===== src/rtl/serial_word_tx.sv =====
// Parallel-to-serial word transmitter: accepts an N-bit word on a valid/ready
// handshake and streams it LSB- or MSB-first with per-beat backpressure.
module serial_word_tx #(
  parameter int N = 4
) (
  input  logic         clk,
  input  logic         reset_n,
  input  logic         in_valid,
  output logic         in_ready,
  input  logic [N-1:0] in_data,
  input  logic         in_dir,
  output logic         s_out,
  output logic         s_valid,
  output logic         s_last,
  input  logic         s_ready,
  output logic         busy,
  output logic         done
);
  localparam int CW = (N > 2) ? $clog2(N) : 1;
  localparam logic [CW-1:0] LAST = CW'(N - 1);

  typedef enum logic [1:0] {IDLE, SHIFT, DONE} state_t;

  state_t        state;
  logic [N-1:0]  sr;
  logic [CW-1:0] cnt;
  logic          dir;

  always_ff @(posedge clk or negedge reset_n) begin
    if (!reset_n) begin
      state <= IDLE;
      sr    <= '0;
      cnt   <= '0;
      dir   <= 1'b0;
    end else begin
      case (state)
        IDLE: if (in_valid) begin
          sr    <= in_data;
          dir   <= in_dir;
          cnt   <= '0;
          state <= SHIFT;
        end
        SHIFT: if (s_ready) begin
          sr <= dir ? {sr[N-2:0], 1'b0} : {1'b0, sr[N-1:1]};
          if (cnt == LAST) begin
            cnt   <= '0;
            state <= DONE;
          end else begin
            cnt <= cnt + 1'b1;
          end
        end
        DONE:    state <= IDLE;
        default: state <= IDLE;
      endcase
    end
  end

  // Outputs are pure decodes of registered state; s_ready/in_valid never reach them.
  assign in_ready = (state == IDLE);
  assign s_valid  = (state == SHIFT);
  assign s_out    = s_valid & (dir ? sr[N-1] : sr[0]);
  assign s_last   = s_valid & (cnt == LAST);
  assign busy     = (state == SHIFT) | (state == DONE);
  assign done     = (state == DONE);
endmodule


===== config.mk =====
export PLATFORM = sky130hd
export DESIGN_NAME = serial_word_tx
export DESIGN_NICKNAME = d
export VERILOG_FILES = /design/src/rtl/serial_word_tx.sv
export SDC_FILE = /design/constraint.sdc
export NUM_CORES = 1
export LEC_CHECK = 0
export ABC_AREA = 1
export CAP_MARGIN = 20
export CORE_AREA = 2 2 39 41
export DETAILED_ROUTE_END_ITERATION = 7
export DIE_AREA = 0 0 41 43
export HOLD_SLACK_MARGIN = 0.05
export PLACE_DENSITY = 0.73
export SETUP_SLACK_MARGIN = 0.4
export SLEW_MARGIN = 0
export SYNTH_ARGS = -nofsm -noshare
export SYNTH_HDL_FRONTEND = slang
export SYNTH_SLANG_ARGS = --single-unit

===== constraint.sdc =====
create_clock -name clk -period 2.2 [get_ports clk]
set_clock_uncertainty 0.1 [all_clocks]
set_input_delay 0.44 -clock clk [delete_from_list [all_inputs] [get_ports clk]]
set_output_delay 0.44 -clock clk [all_outputs]
set_load 0.005 [all_outputs]

==> flow_summary.html <==
<table>
<tr><th>Metric</th><th>Value</th></tr>
<tr><th colspan="2">Die</th></tr>
<tr><td>X dimension of the die</td><td>41 µm</td></tr>
<tr><td>Initial standard-cell utilization of the core</td><td>42.3%</td></tr>
<tr><td>Total core area</td><td>0.00138 mm²</td></tr>
<tr><td>FP Rows</td><td>14</td></tr>
<tr><td>Chip height</td><td>43 µm</td></tr>
<tr><td>Die Outline Area</td><td>around 0.0018 mm²</td></tr>
<tr><td>Ports</td><td>15</td></tr>
<tr><th colspan="2">Clock tree</th></tr>
<tr><td>Worst-skew pair later-pin latency</td><td>roughly 0.26 ns</td></tr>
<tr><td>Clock tree from TritonCTS</td><td>built</td></tr>
<tr><td>TritonCTS buffer count</td><td>3</td></tr>
<tr><td>Number of sinks on the clock net</td><td>9</td></tr>
<tr><td>Buffer type at the clock tree root</td><td>clkbuf_4</td></tr>
<tr><td>Clk slew on worst S/H paths</td><td>roughly 0.060 ns</td></tr>
<tr><td>CTS H-tree depth</td><td>1</td></tr>
<tr><td>Maximum clock insertion buffer count</td><td>2</td></tr>
<tr><th colspan="2">Setup path</th></tr>
<tr><td>Start-to-end type of the worst setup path</td><td>register to output port</td></tr>
<tr><td>CP Buf/Inv Count</td><td>3</td></tr>
<tr><td>Crit path DAT</td><td>~1.3 ns</td></tr>
<tr><td>Sequence of cells on the critical path</td><td>buf_6 -&gt; buf_6 -&gt; ha_4 -&gt; o21ai_2 -&gt; a21oi_2 -&gt; buf_2</td></tr>
<tr><td>Delay contributed by the slowest stage of the critical path</td><td>0.42 ns</td></tr>
<tr><td>Worst-path maximum fanout</td><td>4</td></tr>
<tr><td>Slowest CP cell</td><td>dfrtp_1</td></tr>
<tr><td>Startpoint class of the critical path</td><td>register</td></tr>
<tr><td>Required time reported for the critical path endpoint</td><td>about 1.7 ns</td></tr>
<tr><td>Endpoint kind of the worst setup timing path</td><td>output port</td></tr>
<tr><td>Most used cell along the critical path</td><td>buf_6</td></tr>
<tr><td>Cell family with most CP delay</td><td>flip-flops</td></tr>
<tr><th colspan="2">Synth</th></tr>
<tr><td>Synthesized flop and latch total</td><td>9</td></tr>
<tr><td>Leading area contributor after synthesis</td><td>dfrtp_1</td></tr>
<tr><td>Number of nets in the synthesized netlist</td><td>slightly below 100</td></tr>
<tr><td>Top cells by area, synth</td><td>dfrtp_1 (38%), nand2_1 (24%), ha_1 (13%)</td></tr>
<tr><td>Synth warnings</td><td>0</td></tr>
<tr><td>Area fraction of the dominant cell type after synthesis</td><td>between 30% and 40%</td></tr>
<tr><td>Count of mapped cells out of synthesis</td><td>83</td></tr>
<tr><td>Combined area of all synthesized cells</td><td>586 µm²</td></tr>
<tr><td>Count of different cell masters after synthesis</td><td>14</td></tr>
<tr><td>Part of the Yosys area used for sequential elements</td><td>about 38%</td></tr>
<tr><td>Average footprint of a synthesized cell</td><td>roughly 7.1 µm²</td></tr>
<tr><th colspan="2">STA</th></tr>
<tr><td>Sum of negative setup slack</td><td>0 ns</td></tr>
<tr><td>Part of the cycle the worst path needs</td><td>a little over four fifths</td></tr>
<tr><td>Post-layout minimum cycle time</td><td>about 1.9 ns</td></tr>
<tr><td>Max-slew violations</td><td>0</td></tr>
<tr><td>Least-Margin Pin Slew</td><td>0.412 ns</td></tr>
<tr><td>Final hold slack</td><td>0.374 ns</td></tr>
<tr><td>Final hold vios</td><td>0</td></tr>
<tr><td>RSZ-0062 raised after global routing</td><td>yes</td></tr>
<tr><td>Number of setup violations in the final report</td><td>0</td></tr>
<tr><td>Tightest slew margin relative to the limit</td><td>roughly 72%</td></tr>
<tr><td>Achievable frequency</td><td>536 MHz</td></tr>
<tr><th colspan="2">Placement</th></tr>
<tr><td>Hpwl dp</td><td>between 800 and 900 µm</td></tr>
<tr><td>Count of buffers from port buffering</td><td>14</td></tr>
<tr><td>Final weighted congestion of routability-driven global placement</td><td>0.694</td></tr>
<tr><th colspan="2">Global routing</th></tr>
<tr><td>Vias in the first global route</td><td>around 600</td></tr>
<tr><td>Global route total overflow</td><td>0</td></tr>
<tr><td>Global Route met2 Usage</td><td>between 30% and 40%</td></tr>
<tr><td>Global routing met3 resource utilization</td><td>3.14%</td></tr>
<tr><td>Antenna violations before repair</td><td>0</td></tr>
<tr><td>Total routing usage reported by global routing</td><td>between 20 and 25%</td></tr>
<tr><td>Pin count of the biggest net entering global routing</td><td>10</td></tr>
<tr><td>Top Usage Layer GRT</td><td>met2</td></tr>
<tr><td>Routing usage on met1</td><td>a little under a quarter</td></tr>
<tr><td>First-pass GRT wire length</td><td>2410 µm</td></tr>
<tr><th colspan="2">Power and ir drop</th></tr>
<tr><td>Sequential cell fraction of total power</td><td>between 20% and 30%</td></tr>
<tr><td>Combinational power share</td><td>roughly two thirds</td></tr>
<tr><td>P_sw</td><td>0.539 mW</td></tr>
<tr><td>Worst ir drop on vdd</td><td>about 0.84 mV</td></tr>
<tr><td>Leakage power</td><td>slightly below 0.5 nW</td></tr>
<tr><td>Pwr Density</td><td>roughly 1400 mW/mm²</td></tr>
<tr><td>Proportion of total power due to net switching</td><td>between 40% and 50%</td></tr>
<tr><td>Clock Power Share</td><td>roughly a tenth</td></tr>
<tr><td>Internal power component</td><td>0.698 mW</td></tr>
<tr><th colspan="2">Finish</th></tr>
<tr><td>Ant diodes</td><td>0</td></tr>
<tr><td>P&amp;R area growth vs syn</td><td>53.8%</td></tr>
<tr><td>Number of nets in the layout</td><td>128</td></tr>
<tr><td>Fraction of layout instances using a drive strength above 1</td><td>slightly below 30%</td></tr>
<tr><th colspan="2">Detailed routing</th></tr>
<tr><td>Residual DRC count</td><td>0</td></tr>
<tr><td>Final WL</td><td>1440 µm</td></tr>
<tr><td>Remaining number of nets flagged by the antenna check after routing</td><td>0</td></tr>
<tr><td>Vias after detailed routing</td><td>roughly 600</td></tr>
<tr><td>Average detailed-routed wire length per instance</td><td>roughly 11 µm</td></tr>
<tr><td>Number of detailed-route iterations in the first pass</td><td>4</td></tr>
<tr><td>Iteration-0 DRC count of the detailed router</td><td>13</td></tr>
<tr><td>Via-to-Cell Ratio</td><td>between 4 and 5</td></tr>
<tr><th colspan="2">Outcome</th></tr>
<tr><td>Run status</td><td>complete, no violations</td></tr>
<tr><th colspan="2">Hold path</th></tr>
<tr><td>Path class of the lowest-slack min-delay path</td><td>input port to async pin</td></tr>
<tr><th colspan="2">Run</th></tr>
<tr><td>Count of max-cap constraint violations</td><td>0</td></tr>
</table>
placed cells by master (no fill, tap or decap), drive strengths merged:
cell type,instances
nand2,40
buf,14
inv,13
dfrtp,9
clkdlybuf4s50,8
ha,6
clkbuf,6
nand3,5
o21ai,4
nor2,3
a21oi,2
clkdlybuf4s15,1
dlygate4sd2,1
worst register-to-register path, delay by kind of cell (launching register included):
family | cells | cell delay (ns)
simple gates | 4 | 0.23
fa+ha+maj | 1 | 0.17
buf+inv | 5 | 0.62
flops | 1 | 0.42
synthesized netlist by cell type:
cell / number
a21oi_1: 2
clkbuf_2: 1
dfrtp_1: 9
ha_1: 6
inv_1: 10
inv_2: 2
inv_4: 1
nand2_1: 38
nand2_2: 1
nand2_4: 1
nand3_1: 5
nor2_1: 2
nor2_2: 1
o21ai_0: 4
layout make-up:
class	instances	area (µm²)
repair buffers	26	224
inverters	13	53.8
clock buffers	4	26.3
well taps	16	20.0
fillers	112	483
flip-flops and latches	9	225
multi-input cells	60	352
metal layers:
metal  vias up  wire [µm]  share of wire, %
li1        310          -                 -
met1       262        618                43
met2        21        699                48
met3         6         73               5.1
met4         0         52               3.6
met5         -          0                 0
sequential cells by signal, indices dropped and copies added, names as in the netlist:
name and flops:
sr 4, cnt 2, state 2, dir 1
power by group through the flow:
| stage | Clock (mW) | Combinational, mW | Sequential, mW |
|---|---|---|---|
| floorplan | 0 | 0.391 | 0.285 |
| global placement | 0 | 0.584 | 0.295 |
| finish | 0.128 | 0.803 | 0.305 |
| CTS | 0.129 | 0.736 | 0.295 |
| detailed placement | 0 | 0.585 | 0.298 |
| global route | 0.148 | 0.898 | 0.316 |
cells by family after synthesis:
group                    synth area share [%]
AO/OA/AOI/OAI                            5.13
flip-flops                               38.5
buffers and inverters                    9.62
AND/OR/NAND/NOR                          34.0
adder cells (fa/ha/maj)                  12.8
stage by stage:
step / util, % / power (mW) / instance area [µm²] / setup slack (ns) / cells
floorplan: - / 0.676 / 586 / 0.666 / 83
global placement: 54.1 / 0.879 / 748 / 0.242 / 113
detailed placement: 54.1 / 0.883 / 748 / 0.198 / 113
CTS: 63.5 / 1.16 / 878 / 0.212 / 126
global route: 65.1 / 1.36 / 901 / 0.273 / 128
finish: 65.1 / 1.24 / 901 / 0.333 / 128
path summary, 6_finish.rpt:
| check | endpoint | cells after the start | slack (ns) | startpoint |
|---|---|---|---|---|
| min | state[1] | 1 | 0.37 | reset_n |
| min in group clk | sr[3] | 2 | 0.39 | sr[3] |
| max in group asynchronous | sr[2] | 1 | 1.34 | reset_n |
| min reg2reg | sr[3] | 2 | 0.39 | sr[3] |
| max | s_out | 6 | 0.33 | state[0] |
| max reg2reg | sr[0] | 10 | 0.61 | state[0] |
timing repair:
| action | 4_1_cts | 5_1_grt |
|---|---|---|
| hold buffers | 0 | 0 |
| buffers inserted | 9 | 2 |
| pin swaps | 1 | 0 |
| setup endpoints to repair | 6 | 6 |
| resized for setup | 20 | 14 |
| gates cloned | 0 | 0 |
(Power assumes the default switching activity.)
